## src/rtl/pipelined_ripple_adder.sv

```systemverilog
// Pipelined add/subtract: WIDTH bits split into STAGES ripple slices with a
// registered carry between them, a stall-together valid/ready pipe, and carry/overflow flags.

module pra_slice #(
    parameter int W = 4
) (
    input  logic [W-1:0] a_i,
    input  logic [W-1:0] b_i,
    input  logic         sub_i,
    input  logic         cin_i,
    output logic [W-1:0] s_o,
    output logic         cout_o
);
    logic [W-1:0] be;
    logic [W:0]   c;

    assign be   = b_i ^ {W{sub_i}};
    assign c[0] = cin_i;

    for (genvar i = 0; i < W; i++) begin : g_fa
        assign s_o[i]   = a_i[i] ^ be[i] ^ c[i];
        assign c[i+1]   = (a_i[i] & be[i]) | (c[i] & (a_i[i] ^ be[i]));
    end

    assign cout_o = c[W];
endmodule

module pipelined_ripple_adder #(
    parameter int WIDTH  = 8,
    parameter int STAGES = 2
) (
    input  logic             clk,
    input  logic             rst_n,
    input  logic             in_valid,
    output logic             in_ready,
    input  logic [WIDTH-1:0] a,
    input  logic [WIDTH-1:0] b,
    input  logic             cin,
    input  logic             sub,
    output logic             out_valid,
    input  logic             out_ready,
    output logic [WIDTH-1:0] sum,
    output logic             cout,
    output logic             ovf
);
    localparam int SW = WIDTH / STAGES;

    if (STAGES < 1 || (WIDTH % STAGES) != 0) begin : g_bad_cfg
        $error("pipelined_ripple_adder: WIDTH must be a multiple of STAGES");
    end

    // The whole pipe advances or holds as one; no bubble squeezing.
    logic en;
    assign en       = !out_valid || out_ready;
    assign in_ready = en;

    for (genvar k = 0; k < STAGES; k++) begin : st
        localparam int IW = WIDTH - k * SW;

        logic                  vld_in;
        logic                  sub_in;
        logic                  c_in;
        logic [IW-1:0]         a_in;
        logic [IW-1:0]         b_in;
        logic [SW-1:0]         s_sl;
        logic                  co_sl;
        logic [(k+1)*SW-1:0]   s_d;
        logic                  vld_q;
        logic                  c_q;
        logic [(k+1)*SW-1:0]   s_q;

        if (k == 0) begin : g_src
            assign vld_in = in_valid;
            assign sub_in = sub;
            assign c_in   = cin ^ sub;
            assign a_in   = a;
            assign b_in   = b;
            assign s_d    = s_sl;
        end else begin : g_src
            assign vld_in = st[k-1].vld_q;
            assign sub_in = st[k-1].g_fwd.sub_q;
            assign c_in   = st[k-1].c_q;
            assign a_in   = st[k-1].g_fwd.a_q;
            assign b_in   = st[k-1].g_fwd.b_q;
            assign s_d    = {s_sl, st[k-1].s_q};
        end

        pra_slice #(.W(SW)) u_slice (
            .a_i    (a_in[SW-1:0]),
            .b_i    (b_in[SW-1:0]),
            .sub_i  (sub_in),
            .cin_i  (c_in),
            .s_o    (s_sl),
            .cout_o (co_sl)
        );

        always_ff @(posedge clk or negedge rst_n) begin
            if (!rst_n) begin
                vld_q <= 1'b0;
                c_q   <= 1'b0;
                s_q   <= '0;
            end else if (en) begin
                vld_q <= vld_in;
                c_q   <= co_sl;
                s_q   <= s_d;
            end
        end

        // Operand bits above this slice ride along untouched for the later slices.
        if (k < STAGES - 1) begin : g_fwd
            logic [IW-SW-1:0] a_q;
            logic [IW-SW-1:0] b_q;
            logic             sub_q;

            always_ff @(posedge clk or negedge rst_n) begin
                if (!rst_n) begin
                    a_q   <= '0;
                    b_q   <= '0;
                    sub_q <= 1'b0;
                end else if (en) begin
                    a_q   <= a_in[IW-1:SW];
                    b_q   <= b_in[IW-1:SW];
                    sub_q <= sub_in;
                end
            end
        end else begin : g_last
            logic ovf_q;
            logic ovf_d;

            // Same-sign operands producing an opposite-sign result.
            assign ovf_d = (a_in[SW-1] == (b_in[SW-1] ^ sub_in)) && (s_sl[SW-1] != a_in[SW-1]);

            always_ff @(posedge clk or negedge rst_n) begin
                if (!rst_n) begin
                    ovf_q <= 1'b0;
                end else if (en) begin
                    ovf_q <= ovf_d;
                end
            end
        end
    end

    assign out_valid = st[STAGES-1].vld_q;
    assign sum       = st[STAGES-1].s_q;
    assign cout      = st[STAGES-1].c_q;
    assign ovf       = st[STAGES-1].g_last.ovf_q;
endmodule

```

## config.mk

```make
export PLATFORM = sky130hd
export DESIGN_NAME = pipelined_ripple_adder
export DESIGN_NICKNAME = d
export VERILOG_FILES = /design/src/rtl/pipelined_ripple_adder.sv
export SDC_FILE = /design/constraint.sdc
export NUM_CORES = 1
export LEC_CHECK = 0
export BUFFER_PORTS_ARGS = -buffer_cell sky130_fd_sc_hd__buf_2
export CAP_MARGIN = 20
export CORE_MARGIN = 2
export CORE_UTILIZATION = 33
export DETAILED_ROUTE_END_ITERATION = 8
export PLACE_DENSITY_LB_ADDON = 0.15
export SYNTH_ARGS = -nofsm -noshare
export SYNTH_HDL_FRONTEND = slang
export SYNTH_SLANG_ARGS = --single-unit
```

## constraint.sdc

```tcl
create_clock -name clk -period 4.4 [get_ports clk]
set_clock_uncertainty 0.2 [all_clocks]
set_input_delay 0.22 -clock clk [delete_from_list [all_inputs] [get_ports clk]]
set_output_delay 0.22 -clock clk [all_outputs]
set_load 0.005 [all_outputs]
```

# ---- Yosys cells after proc, flatten, opt, wreduce, memory -nomap -nowiden
# Index checks and enable logic that the tools add are counted.
dict set report op_classes {
  eq_ne 2
  bitwise_logic 44
  reduce_logical 3
}
# op count
set op_table {}
lappend op_table {{XOR 1 bit} 18}
lappend op_table {{AND 1 bit} 16}
lappend op_table {{bitwise OR 1 bit} 8}
lappend op_table {{XOR 4 bit} 2}
lappend op_table {{equality test 1 bit} 1}
lappend op_table {{logical AND 1 bit} 1}
lappend op_table {{zero test 1 bit} 1}
lappend op_table {{logical OR 1 bit} 1}
lappend op_table {{inequality test 1 bit} 1}
dict set report word_totals {
  ff_bits 26
  in_bits 22
  out_inout_bits 12
  word_cells 59
}

# ---- Depth between registers and ports, before layout
# Gate-level depths: netlist (run 1).
dict set report logic_depth {
  depth_word 11
  mapped_depth 11
}

# ---- Cells and area by module
# A second synthesis (run 1) with hierarchy kept.
dict set report unflattened {
  cells_unflattened 93
  area_unflattened_um2 1323.8
}
# mod instances cells_per_inst area_per_inst_um2 seq_area_each_um2
set by_module_without_submodules {}
lappend by_module_without_submodules {pipelined_ripple_adder 1 61 1033.5 650.6}
lappend by_module_without_submodules {pra_slice 2 16 145.1 0.0}

# ---- Least setup slack after synthesis (run 1)
# Ideal clock, no wire load.
dict set report synth_path {
  path_kind {register to register}
  from {register st[0].g_fwd.sub_q}
  to {register st[1].g_last.ovf_q, in the netlist ovf}
  setup_ns 0.095
  arrival_time_ns 2.396
  path_slack_ns 1.709
  stages_incl_launch_ff 12
  n_path_buf 1
  period_less_slack_ns 2.691
  cell_sequence {dfrtp_1 clkbuf_1 xnor2_1 fa_1 inv_1 fa_1 inv_1 fa_1 inv_1 fa_1 xnor2_1 o31ai_1}
}
dict set report synth_via {
  elab_chain_cells 11
}
# element line
set synth_lines {}
lappend synth_lines {{start, declared} 113} ;# logic sub_q;
lappend synth_lines {{start signal, assigned} 123} ;# sub_q <= sub_in;
lappend synth_lines {{XOR 4 bit *} 17} ;# assign be = b_i ^ {W{sub_i}};
lappend synth_lines {{XOR 1 bit} 22} ;# assign c[i+1] = (a_i[i] & be[i]) | (c[i] & (a_i[i] ^ be[i]));
lappend synth_lines {{AND 1 bit} 22}
lappend synth_lines {{bitwise OR 1 bit} 22}
lappend synth_lines {{AND 1 bit} 22}
lappend synth_lines {{bitwise OR 1 bit} 22}
lappend synth_lines {{AND 1 bit} 22}
lappend synth_lines {{bitwise OR 1 bit} 22}
lappend synth_lines {{XOR 1 bit *} 21} ;# assign s_o[i] = a_i[i] ^ be[i] ^ c[i];
lappend synth_lines {{net st[1].s_sl[3]} 65} ;# logic [SW-1:0] s_sl;
lappend synth_lines {{inequality test 1 bit *} 131} ;# assign ovf_d = (a_in[SW-1] == (b_in[SW-1] ^ sub_in)) && (s_sl[SW-1] != a_in[SW-1]);
lappend synth_lines {{logical AND 1 bit *} 131}
lappend synth_lines {{end signal, assigned} 137} ;# ovf_q <= ovf_d;
lappend synth_lines {{end, declared} 127} ;# logic ovf_q;
# Mark *: on every way through the listed nets, which the timed path passes. The rest lies on a longest branch.
# A chain may end at the register's enable or synchronous reset.

# ---- Worst setup path after layout (run 1)
# Ends and elaborated chain as after synthesis.

==> flow_metrics.py, run 1 <==
metrics = {
    "critical_path": {
        "crit_path_top_delay_cell": "sky130_fd_sc_hd__dfrtp_1",
        "endpoint_kind": "flip-flop",
        "timing.critical_path.required_ns": 4.37,
        "crit-reg2reg-launch": "st[0].g_fwd.sub_q",
        "path_cells": "xnor2_1 -> fa_1 -> inv_1 -> fa_1 -> inv_1 -> fa_1 -> inv_1 -> fa_1 -> xnor2_1 -> o31ai_1",
        "worstSetupStartpointType": "flip-flop",
        "crit_top_cell": "sky130_fd_sc_hd__fa_1",
        "crit_arrival_ns": 2.77,
        "path_max_fanout": 5,
        "setup.worst_path.class": "reg -> reg",
        "startpoint": "st[0].g_fwd.sub_q",
        "critical-path-max-stage-delay_ns": 0.46,
    },
    "pwr": {
        "power_per_cell_area_mw_per_mm2": 429.1,
        "highest_ir_drop_seen_on_vdd_mv": 0.1311,
        "power_leakage_nw": 0.8216,
        "finalPower_w": 0.0007243,
    },
    "clock_tree": {
        "clk_transition_reported_paths_ns": 0.08,
        "cts_max_level": 1,
        "cts_tree": "yes",
        "cts_hold_buf": 10,
        "tritoncts.num_buffers": 3,
        "post_cts.repair.setup_buffers": 0,
        "cts_root_buf": "sky130_fd_sc_hd__clkbuf_8",
        "max-clock-path-buffers": 2,
        "numClockSinks": 26,
        "worst_skew_pair.late_latency_ns": 0.26,
        "cts_resized": 0,
    },
    "synthesis": {
        "syn-cell-area_mm2": 0.001349,
        "postSynthRegisterBits": 26,
        "synth.yosys.warnings": 0,
        "netlist_instances": 93,
        "mappedNetlistNets": 124,
        "synth_cell_types": 17,
        "ys_seq_area_share_pct": 48.24,
        "avgSynthCellArea_um2": 14.50,
    },
    "drt": {
        "detailedRoute.firstIterationViolations": 42,
        "drc": 0,
        "avgViaCountPerCell": 4.297,
        "detailed_route_via_count": 795,
        "firstDrtPassIters": 2,
        "avgRoutedWirePerCell_um": 12.43,
        "drtAntennaViolNets": 0,
        "postRouteWirelength_um": 2300,
    },
    "cells_and_area": {
        "area_delta_synth_final_pct": 25.14,
        "post_route_cells_drive_above_1_share_pct": 42.96,
        "finalNetCount": 168,
        "layout_commonest_cell": "sky130_fd_sc_hd__buf_2",
        "antenna-diode-count": 0,
        "final_cell_mix": "sky130_fd_sc_hd__buf_2, sky130_fd_sc_hd__dfrtp_1, sky130_fd_sc_hd__mux2_4, sky130_fd_sc_hd__inv_1, sky130_fd_sc_hd__dlygate4sd3_1",
    },
    "global_route": {
        "antenna_violations_before_repair": 0,
        "grt_overflow": 0,
        "first_pass_grt_wire_length_um": 3877,
        "grt_start_max_net_pins": 27,
        "grt_pass1_vias": 834,
        "grt_use_total_pct": 11.44,
    },
    "placement": {
        "portBuffers": 33,
        "place_worst_setup_slack_ns": 1.618,
        "hpwlAfterDp_um": 1720,
        "gp_congestion": 0.7650,
    },
    "job": {
        "maxCapViolations": 0,
    },
    "timing": {
        "rsz_0062_raised_after_global_routing": "no",
        "timing_hold_violations_final": 0,
        "timing_worst_slew_pin_value_ns": 0.5991,
        "final_tns_setup_ns": 0,
        "layout_worst_path_cycle_share_pct": 63.53,
        "setup_slack_ns": 1.605,
        "max_clock_freq_mhz": 357.8,
        "slew-limit-headroom_pct": 60.00,
        "timing_max_transition_violations_final": 0,
        "timing.final.setup_violations": 0,
        "final.min_clock_period_ns": 2.795,
    },
    "worst_hold_path": {
        "worstHoldStart": "out_ready",
        "min-delay-path-class": "in -> reg",
    },
    "die": {
        "floorplan.die_area_mm2": 0.004614,
        "die-height_um": 67.93,
        "design.core.area_mm2": 0.003971,
        "num_io_pins": 34,
        "initial_core_util_pct": 33.96,
        "die_width_um": 67.93,
        "placement_rows": 23,
    },
    "run_status": {
        "status": "finished clean",
    },
}
## registers in the layout, summed over array words and instances, names as in the netlist
| name | flops |
|---|---|
| st.s_q | 4 |
| sum | 8 |
| cout | 1 |
| st.c_q | 1 |
| st.g_fwd.sub_q | 1 |
| out_valid | 1 |
| st.g_fwd.a_q | 4 |
| st.vld_q | 1 |
| ovf | 1 |
| st.g_fwd.b_q | 4 |
## cell families (layout without fill, tap and decap cells)
| group | count (synthesis) | in the layout | share of synthesized area (%) |
|---|---|---|---|
| buffers and inverters | 16 | 58 | 5.566 |
| adder cells (fa/ha/maj) | 9 | 9 | 12.80 |
| AO/OA/AOI/OAI | 5 | 5 | 2.041 |
| multiplexers | 20 | 20 | 20.59 |
| AND/OR/NAND/NOR | 7 | 7 | 4.268 |
| flip-flops | 26 | 26 | 48.24 |
| XOR/XNOR | 10 | 10 | 6.493 |
## synthesized netlist by cell type
library cell,instances,area share [%]
sky130_fd_sc_hd__a21oi_1,4,1.5
sky130_fd_sc_hd__buf_6,2,1.7
sky130_fd_sc_hd__clkbuf_1,2,0.56
sky130_fd_sc_hd__dfrtp_1,26,48
sky130_fd_sc_hd__fa_1,8,12
sky130_fd_sc_hd__ha_1,1,0.93
sky130_fd_sc_hd__inv_1,11,3.1
sky130_fd_sc_hd__inv_2,1,0.28
sky130_fd_sc_hd__mux2_2,6,5.0
sky130_fd_sc_hd__mux2_4,14,16
sky130_fd_sc_hd__nand2b_1,1,0.46
sky130_fd_sc_hd__nand3b_1,1,0.56
sky130_fd_sc_hd__nor2b_4,1,1.0
sky130_fd_sc_hd__nor3b_1,4,2.2
sky130_fd_sc_hd__o31ai_1,1,0.56
sky130_fd_sc_hd__xnor2_1,6,3.9
sky130_fd_sc_hd__xor2_1,4,2.6
## per-layer routing
metal | GRT usage [%] | vias to the layer above | wire length, µm
met5 | 0 | - | 0
met2 | 17.96 | 21 | 1078
met1 | 15.29 | 389 | 1072
li1 | - | 380 | -
met4 | 4.500 | 0 | 36
met3 | 2.632 | 5 | 112
## area by class of cell
class	count	area [µm²]
Multi-Input combinational cell	51	623.1
Timing Repair Buffer	43	265.3
Tap cell	50	62.56
Inverter	12	45.04
Clock buffer	3	41.29
Sequential cell	26	650.6
Fill cell	397	2283
## power by group
group,internal (W),switching [W],leakage [nW]
combinational,0.000151,0.0000996,0.499
clock,0.0000611,0.0000661,0.0216
sequential,0.000306,0.0000405,0.301
total,0.000518,0.000206,0.822
## worst max-delay path, delay by kind of cell, from the launching register on
kind / cells / cell delay (ns)
AOI/OAI and AO/OA: 1 / 0.19
xor gates and xnor gates: 2 / 0.33
adders and majority gates: 4 / 1.34
buffers and inverters: 3 / 0.20
DFF: 1 / 0.46
## through the flow
stage | utilization [%] | hold WS (ns) | area [µm²] | std cells
global route | 42.50 | 0.1314 | 1688 | 185
detailed placement | 38.94 | 0.05331 | 1546 | 172
finish | 42.50 | 0.1235 | 1688 | 185
floorplan | - | -0.2756 | 1349 | 93
global placement | 38.94 | 0.05167 | 1546 | 172
CTS | 42.50 | 0.1209 | 1688 | 185
## path summary, 6_finish.rpt
path                                      to  slack [ns]  cells after the start
worst max-delay path                     ovf        1.60                     10
worst min-delay path            st[0].s_q[2]        0.12                      3
worst max register to register           ovf        1.60                     10
worst min register to register     out_valid        0.28                      1
max in group asynchronous             sum[1]        3.34                      2
min in group asynchronous               cout        0.28                      2
No activity file was read; power rests on OpenSTA's default activity.
==> inputs of run 2 (changes only) <==
==> constraint.sdc (replaced) <==
create_clock -name clk -period 2.3 [get_ports clk]
set_clock_uncertainty 0.2 [all_clocks]
set_input_delay 0.115 -clock clk [delete_from_list [all_inputs] [get_ports clk]]
set_output_delay 0.115 -clock clk [all_outputs]
set_load 0.005 [all_outputs]
==> run 2 against run 1 <==
Compared with the run above:
- the run now ends with negative setup slack left
- fmax increased by 7.1%
- routed wire length rose by 0.57%
- clock-buffer cell count is the same
- clock power rose by 94%
- register-to-register slack got worse by 1.9 ns
- critical path depth unchanged
- combinational power up 110%
- setup slack worse by 1.9 ns
- first-iteration DRC count shrank 62%
- critical path type unchanged
- largest cell class is now multi-input combinational cells
- highest routed layer unchanged
==> flow_metrics.py, run 2 (synthesis gave the netlist of run 1 again) <==
metrics = {
    "timing": {
        "final_tns_setup_ns": -0.7072,
        "timing_worst_slew_pin_value_ns": 0.5703,
        "layout_worst_path_cycle_share_pct": 113.5,
        "timing.final.setup_violations": 3,
        "rsz_0062_raised_after_global_routing": "yes",
        "timing_hold_violations_final": 0,
        "max_clock_freq_mhz": 383.0,
        "timing_max_transition_violations_final": 0,
        "final.min_clock_period_ns": 2.611,
        "setup_slack_ns": -0.3109,
        "slew-limit-headroom_pct": 61.98,
    },
    "cells_and_area": {
        "largest_reg_flops": 8,
        "nFillCells": 375,
        "finalNetCount": 174,
        "area_delta_synth_final_pct": 31.54,
        "finalInstanceArea_mm2": 0.001774,
        "multiInputGateArea_um2": 651.9,
        "post_route_cells_drive_above_1_share_pct": 51.77,
        "antenna-diode-count": 0,
        "layout_commonest_cell": "sky130_fd_sc_hd__buf_2",
        "final_cell_mix": "sky130_fd_sc_hd__buf_2, sky130_fd_sc_hd__dfrtp_1, sky130_fd_sc_hd__mux2_4, sky130_fd_sc_hd__dlygate4sd3_1, sky130_fd_sc_hd__inv_1",
        "seqCellArea_um2": 650.6,
    },
    "critical_path": {
        "path_cells": "xnor2_2 -> fa_2 -> inv_2 -> fa_2 -> inv_2 -> fa_2 -> inv_2 -> fa_1 -> xnor2_1 -> o31ai_1",
        "worstSetupStartpointType": "flip-flop",
        "reg2reg_to": "ovf",
        "timing.reg2reg.setup_slack_ns": -0.31,
        "crit_path_top_delay_cell": "sky130_fd_sc_hd__dfrtp_1",
        "path_max_fanout": 2,
        "critical-path-max-stage-delay_ns": 0.41,
        "endpoint_kind": "flip-flop",
        "startpoint": "st[0].g_fwd.sub_q",
        "worstSetupEndpoint": "ovf",
        "setup.worst_path.class": "reg -> reg",
        "crit_arrival_ns": 2.58,
        "ff2ff_path_depth": 10,
        "crit-reg2reg-launch": "st[0].g_fwd.sub_q",
        "timing.critical_path.required_ns": 2.27,
    },
    "placement": {
        "hpwlAfterDp_um": 1784,
        "place_worst_setup_slack_ns": -0.3068,
        "portBuffers": 33,
        "gp_congestion": 0.7197,
        "postPlaceCellArea_mm2": 0.001625,
    },
    "die": {
        "die-height_um": 67.93,
        "die_width_um": 67.93,
        "num_io_pins": 34,
        "floorplan.die_area_mm2": 0.004614,
        "design.core.area_mm2": 0.003971,
        "initial_core_util_pct": 33.96,
        "placement_rows": 23,
    },
    "drt": {
        "firstDrtPassIters": 3,
        "detailedRoute.firstIterationViolations": 16,
        "postRouteWirelength_um": 2313,
        "drtAntennaViolNets": 0,
        "avgRoutedWirePerCell_um": 12.11,
        "avgViaCountPerCell": 4.372,
        "drc": 0,
        "detailed_route_via_count": 835,
    },
    "clock_tree": {
        "numClockSinks": 26,
        "worst_skew_pair.late_latency_ns": 0.26,
        "clk_transition_reported_paths_ns": 0.08,
        "tritoncts.num_buffers": 3,
        "cts_max_level": 1,
        "cts_tree": "yes",
        "max-clock-path-buffers": 2,
        "cts_root_buf": "sky130_fd_sc_hd__clkbuf_8",
    },
    "run_status": {
        "violated_checks": "negative setup slack",
        "status": "finished, violations left",
    },
    "pwr": {
        "power_leakage_nw": 0.8642,
        "highest_ir_drop_seen_on_vdd_mv": 0.3241,
        "power_per_cell_area_mw_per_mm2": 811.5,
    },
    "global_route": {
        "grt_start_max_net_pins": 27,
        "antenna_violations_before_repair": 0,
        "grt_use_total_pct": 11.23,
        "grt_pass1_vias": 844,
        "first_pass_grt_wire_length_um": 3850,
        "grt_overflow": 0,
    },
    "job": {
        "maxCapViolations": 0,
    },
    "worst_hold_path": {
        "min-delay-path-class": "in -> reg",
    },
}
## run 2: critical path, delay by kind of cell (launching register included)
| kind | cells | cell delay [ns] |
|---|---|---|
| XOR/XNOR | 2 | 0.29 |
| buffers and inverters | 3 | 0.16 |
| adder cells (fa/ha/maj) | 4 | 1.25 |
| flip-flops | 1 | 0.41 |
| AO/OA/AOI/OAI | 1 | 0.20 |
## run 2: cell type report
type                            instances  share of cell area, %
Tap cell                               50                  3.526
Clock buffer                            3                  2.327
Inverter                               12                  2.539
Sequential cell                        26                  36.67
Timing Repair Buffer                   49                  18.19
Multi-Input combinational cell         51                  36.74
## run 2: through the flow
step / hold WS (ns) / instances / utilization [%] / total power [W]
6_report: 0.01366 / 191 / 44.68 / 0.001440
5_1_grt: 0.03243 / 191 / 44.68 / 0.001565
4_1_cts: 0.008612 / 191 / 44.68 / 0.001472
3_5_place_dp: -0.05772 / 177 / 40.93 / 0.001192
3_3_place_gp: -0.05120 / 177 / 40.93 / 0.001185
2_1_floorplan: -0.3806 / 93 / - / 0.001006
## run 2: layer usage
| metal | share of wire (%) | GRT usage, % | vias to the layer above | wire length [µm] |
|---|---|---|---|---|
| met5 | 0 | 0 | - | 0 |
| met4 | 0.69 | 2.250 | 0 | 16 |
| met3 | 5.2 | 3.783 | 2 | 120 |
| met2 | 47 | 17.35 | 23 | 1077 |
| met1 | 48 | 15.42 | 415 | 1099 |
| li1 | - | - | 395 | - |
## run 2: power breakdown
part,switching [W],total [W],leakage (nW),internal [W]
Sequential,0.0000737,0.000659,0.301,0.000585
Combinational,0.000206,0.000533,0.541,0.000327
Clock,0.000130,0.000247,0.0216,0.000117
## run 2: worst min path at each step
stage                    from                  to  slack, ns  cells after the start
finish              out_ready        st[0].s_q[2]       0.01                      3
global route        out_ready        st[0].s_q[2]       0.03                      3
CTS                 out_ready        st[0].s_q[2]      0.009                      3
detailed placement      rst_n                 ovf      -0.06                      1
global placement        rst_n  st[0].g_fwd.a_q[3]      -0.05                      1
floorplan               rst_n                cout      -0.38                      0
## run 2: timing repair
item | 4_1_cts | 5_1_grt
endpoints found under the setup margin | 3 | 3
hold buffers | 10 | 0
pin swaps | 0 | 0
gates resized for setup | 1 | 0
hold endpoints to repair | 35 | 0
buffers inserted | 1 | 0
==> inputs of run 3 (changes only) <==
--- a/config.mk
+++ b/config.mk
@@ -7,10 +7,10 @@
 export LEC_CHECK = 0
 export BUFFER_PORTS_ARGS = -buffer_cell sky130_fd_sc_hd__buf_2
 export CAP_MARGIN = 20
+export CORE_ASPECT_RATIO = 0.7
 export CORE_MARGIN = 2
 export CORE_UTILIZATION = 33
 export DETAILED_ROUTE_END_ITERATION = 8
-export PLACE_DENSITY_LB_ADDON = 0.15
 export SYNTH_ARGS = -nofsm -noshare
 export SYNTH_HDL_FRONTEND = slang
 export SYNTH_SLANG_ARGS = --single-unit
==> run 3 against run 2 <==
Compared with the run above:
- the flow still finishes with violations (negative setup slack)
- clock power rose by 50%
- non-clock buffer count fell by 2
- register-to-register slack barely moved
- first-iteration DRC count rose by 130%
==> flow_metrics.py, run 3 (synthesis gave the netlist of run 1 again) <==
metrics = {
    "drt": {
        "detailed_route_via_count": 797,
        "drc": 0,
        "detailedRoute.firstIterationViolations": 36,
        "avgRoutedWirePerCell_um": 12.01,
        "drtAntennaViolNets": 0,
        "postRouteWirelength_um": 2305,
        "firstDrtPassIters": 4,
        "avgViaCountPerCell": 4.151,
    },
    "pwr": {
        "switching_share_pct": 26.91,
        "share_seq_of_total_power_pct": 42.8,
        "power.net_switching_w": 0.0004183,
        "highest_ir_drop_seen_on_vdd_mv": 0.5358,
        "internal_power_contribution_w": 0.001136,
        "power_leakage_nw": 0.8637,
        "power_per_cell_area_mw_per_mm2": 873.6,
        "combinationalPowerShare_pct": 33.4,
        "p_clk_share_pct": 23.8,
    },
    "run_status": {
        "status": "finished, violations left",
        "violated_checks": "negative setup slack",
    },
    "job": {
        "maxCapViolations": 0,
    },
    "critical_path": {
        "timing.critical_path.required_ns": 2.28,
        "path_max_fanout": 2,
        "setup.worst_path.class": "reg -> reg",
        "endpoint_kind": "flip-flop",
        "worstSetupStartpointType": "flip-flop",
        "crit_arrival_ns": 2.58,
    },
    "timing": {
        "timing_max_transition_violations_final": 0,
        "rsz_0062_raised_after_global_routing": "yes",
        "timing.final.setup_violations": 3,
        "layout_worst_path_cycle_share_pct": 113.1,
        "timing_worst_slew_pin_value_ns": 0.5757,
        "max_clock_freq_mhz": 384.5,
        "timing_hold_violations_final": 0,
        "final.min_clock_period_ns": 2.601,
        "final_tns_setup_ns": -0.6968,
        "setup_slack_ns": -0.3009,
        "slew-limit-headroom_pct": 61.62,
    },
    "cells_and_area": {
        "area_delta_synth_final_pct": 31.91,
        "finalNetCount": 172,
        "post_route_cells_drive_above_1_share_pct": 51.43,
        "layout_commonest_cell": "sky130_fd_sc_hd__buf_2",
        "largest_reg_flops": 8,
        "antenna-diode-count": 0,
        "final_cell_mix": "sky130_fd_sc_hd__buf_2, sky130_fd_sc_hd__dfrtp_1, sky130_fd_sc_hd__mux2_4, sky130_fd_sc_hd__dlygate4sd3_1, sky130_fd_sc_hd__inv_1",
        "stdcell_count": 192,
    },
    "placement": {
        "numPlacedInstances": 177,
        "gp_congestion": 0.7409,
        "hpwlAfterDp_um": 1785,
        "portBuffers": 33,
    },
    "clock_tree": {
        "cts_root_buf": "sky130_fd_sc_hd__clkbuf_8",
        "numClockSinks": 26,
        "clk_transition_reported_paths_ns": 0.09,
        "tritoncts.num_buffers": 3,
        "cts_max_level": 1,
        "worst_skew_pair.late_latency_ns": 0.27,
        "cts_tree": "yes",
        "max-clock-path-buffers": 2,
    },
    "global_route": {
        "first_pass_grt_wire_length_um": 3898,
        "grt_pass1_vias": 870,
        "grt_overflow": 0,
        "grt_use_total_pct": 11.27,
        "grt_start_max_net_pins": 27,
        "antenna_violations_before_repair": 0,
    },
    "worst_hold_path": {
        "min-delay-path-class": "in -> reg",
    },
    "die": {
        "floorplan.die_area_mm2": 0.004623,
        "design.core.area_mm2": 0.003923,
        "die-height_um": 57.49,
        "num_io_pins": 34,
        "die_width_um": 80.41,
        "initial_core_util_pct": 34.39,
        "placement_rows": 19,
    },
}
[run 3: power groups by stage]
stage | sequential, W | clock, W | combinational (W)
after detailed placement | 0.000678 | 0 | 0.000508
after floorplan | 0.000666 | 0 | 0.000340
after global routing | 0.000688 | 0.000407 | 0.000579
after global placement | 0.000670 | 0 | 0.000495
after CTS | 0.000669 | 0.000392 | 0.000529
final | 0.000665 | 0.000370 | 0.000519
[run 3: critical path, stage by stage, from the launching register on]
cell and delay [ns]:
sky130_fd_sc_hd__dfrtp_1 0.41, sky130_fd_sc_hd__xnor2_2 0.15, sky130_fd_sc_hd__fa_2 0.33, sky130_fd_sc_hd__inv_2 0.06, sky130_fd_sc_hd__fa_2 0.19, sky130_fd_sc_hd__inv_2 0.04
sky130_fd_sc_hd__fa_2 0.33, sky130_fd_sc_hd__inv_2 0.07, sky130_fd_sc_hd__fa_1 0.41, sky130_fd_sc_hd__xnor2_1 0.14, sky130_fd_sc_hd__o31ai_1 0.19
[run 3: worst paths after layout]
kind                       slack (ns)               from  cells after the start            endpoint
setup / recovery                -0.30  st[0].g_fwd.sub_q                     10                 ovf
max in group asynchronous        1.35              rst_n                      2  st[0].g_fwd.b_q[2]
hold / removal                   0.03          out_ready                      3                 ovf
setup reg to reg                -0.30  st[0].g_fwd.sub_q                     10                 ovf
min in group asynchronous        0.17              rst_n                      2        st[0].s_q[0]
hold reg to reg                  0.28        st[0].vld_q                      1           out_valid
[run 3: timing repair]
action	CTS	global route
resized for setup	1	0
endpoints found under the hold margin	35	0
hold buffers	10	0
endpoints found under the setup margin	3	3
buffers inserted	1	0
[run 3: cell type report]
cell class | instances | area (µm²)
fill | 371 | 2143
clock buffer | 3 | 41.29
multi-input combinational | 51 | 651.9
sequential | 26 | 650.6
timing repair buffer | 47 | 295.3
clock inverter | 1 | 30.03
inverter | 12 | 45.04
tap | 52 | 65.06
[run 3: through the flow]
stage / utilization, % / hold WS (ns) / power (W) / setup WS (ns) / cell area [µm²]
after floorplan: - / -0.3806 / 0.001006 / -0.3029 / 1398
after CTS: 45.36 / 0.002480 / 0.001590 / -0.3179 / 1779
after global routing: 45.36 / 0.02918 / 0.001674 / -0.4277 / 1779
after global placement: 40.80 / -0.06283 / 0.001165 / -0.2490 / 1600
after detailed placement: 40.80 / -0.05204 / 0.001186 / -0.3118 / 1600
final: 45.36 / 0.02944 / 0.001554 / -0.3009 / 1779
[run 3: routing by layer]
layer / wire length [µm] / part of all wire (%) / global-route usage, % / vias to the layer above
met5: 0 / 0 / 0 / -
met4: 16 / 0.69 / 2.906 / 0
met3: 123 / 5.3 / 3.797 / 2
met2: 1095 / 48 / 18.10 / 18
met1: 1070 / 46 / 14.78 / 386
li1: - / - / - / 391
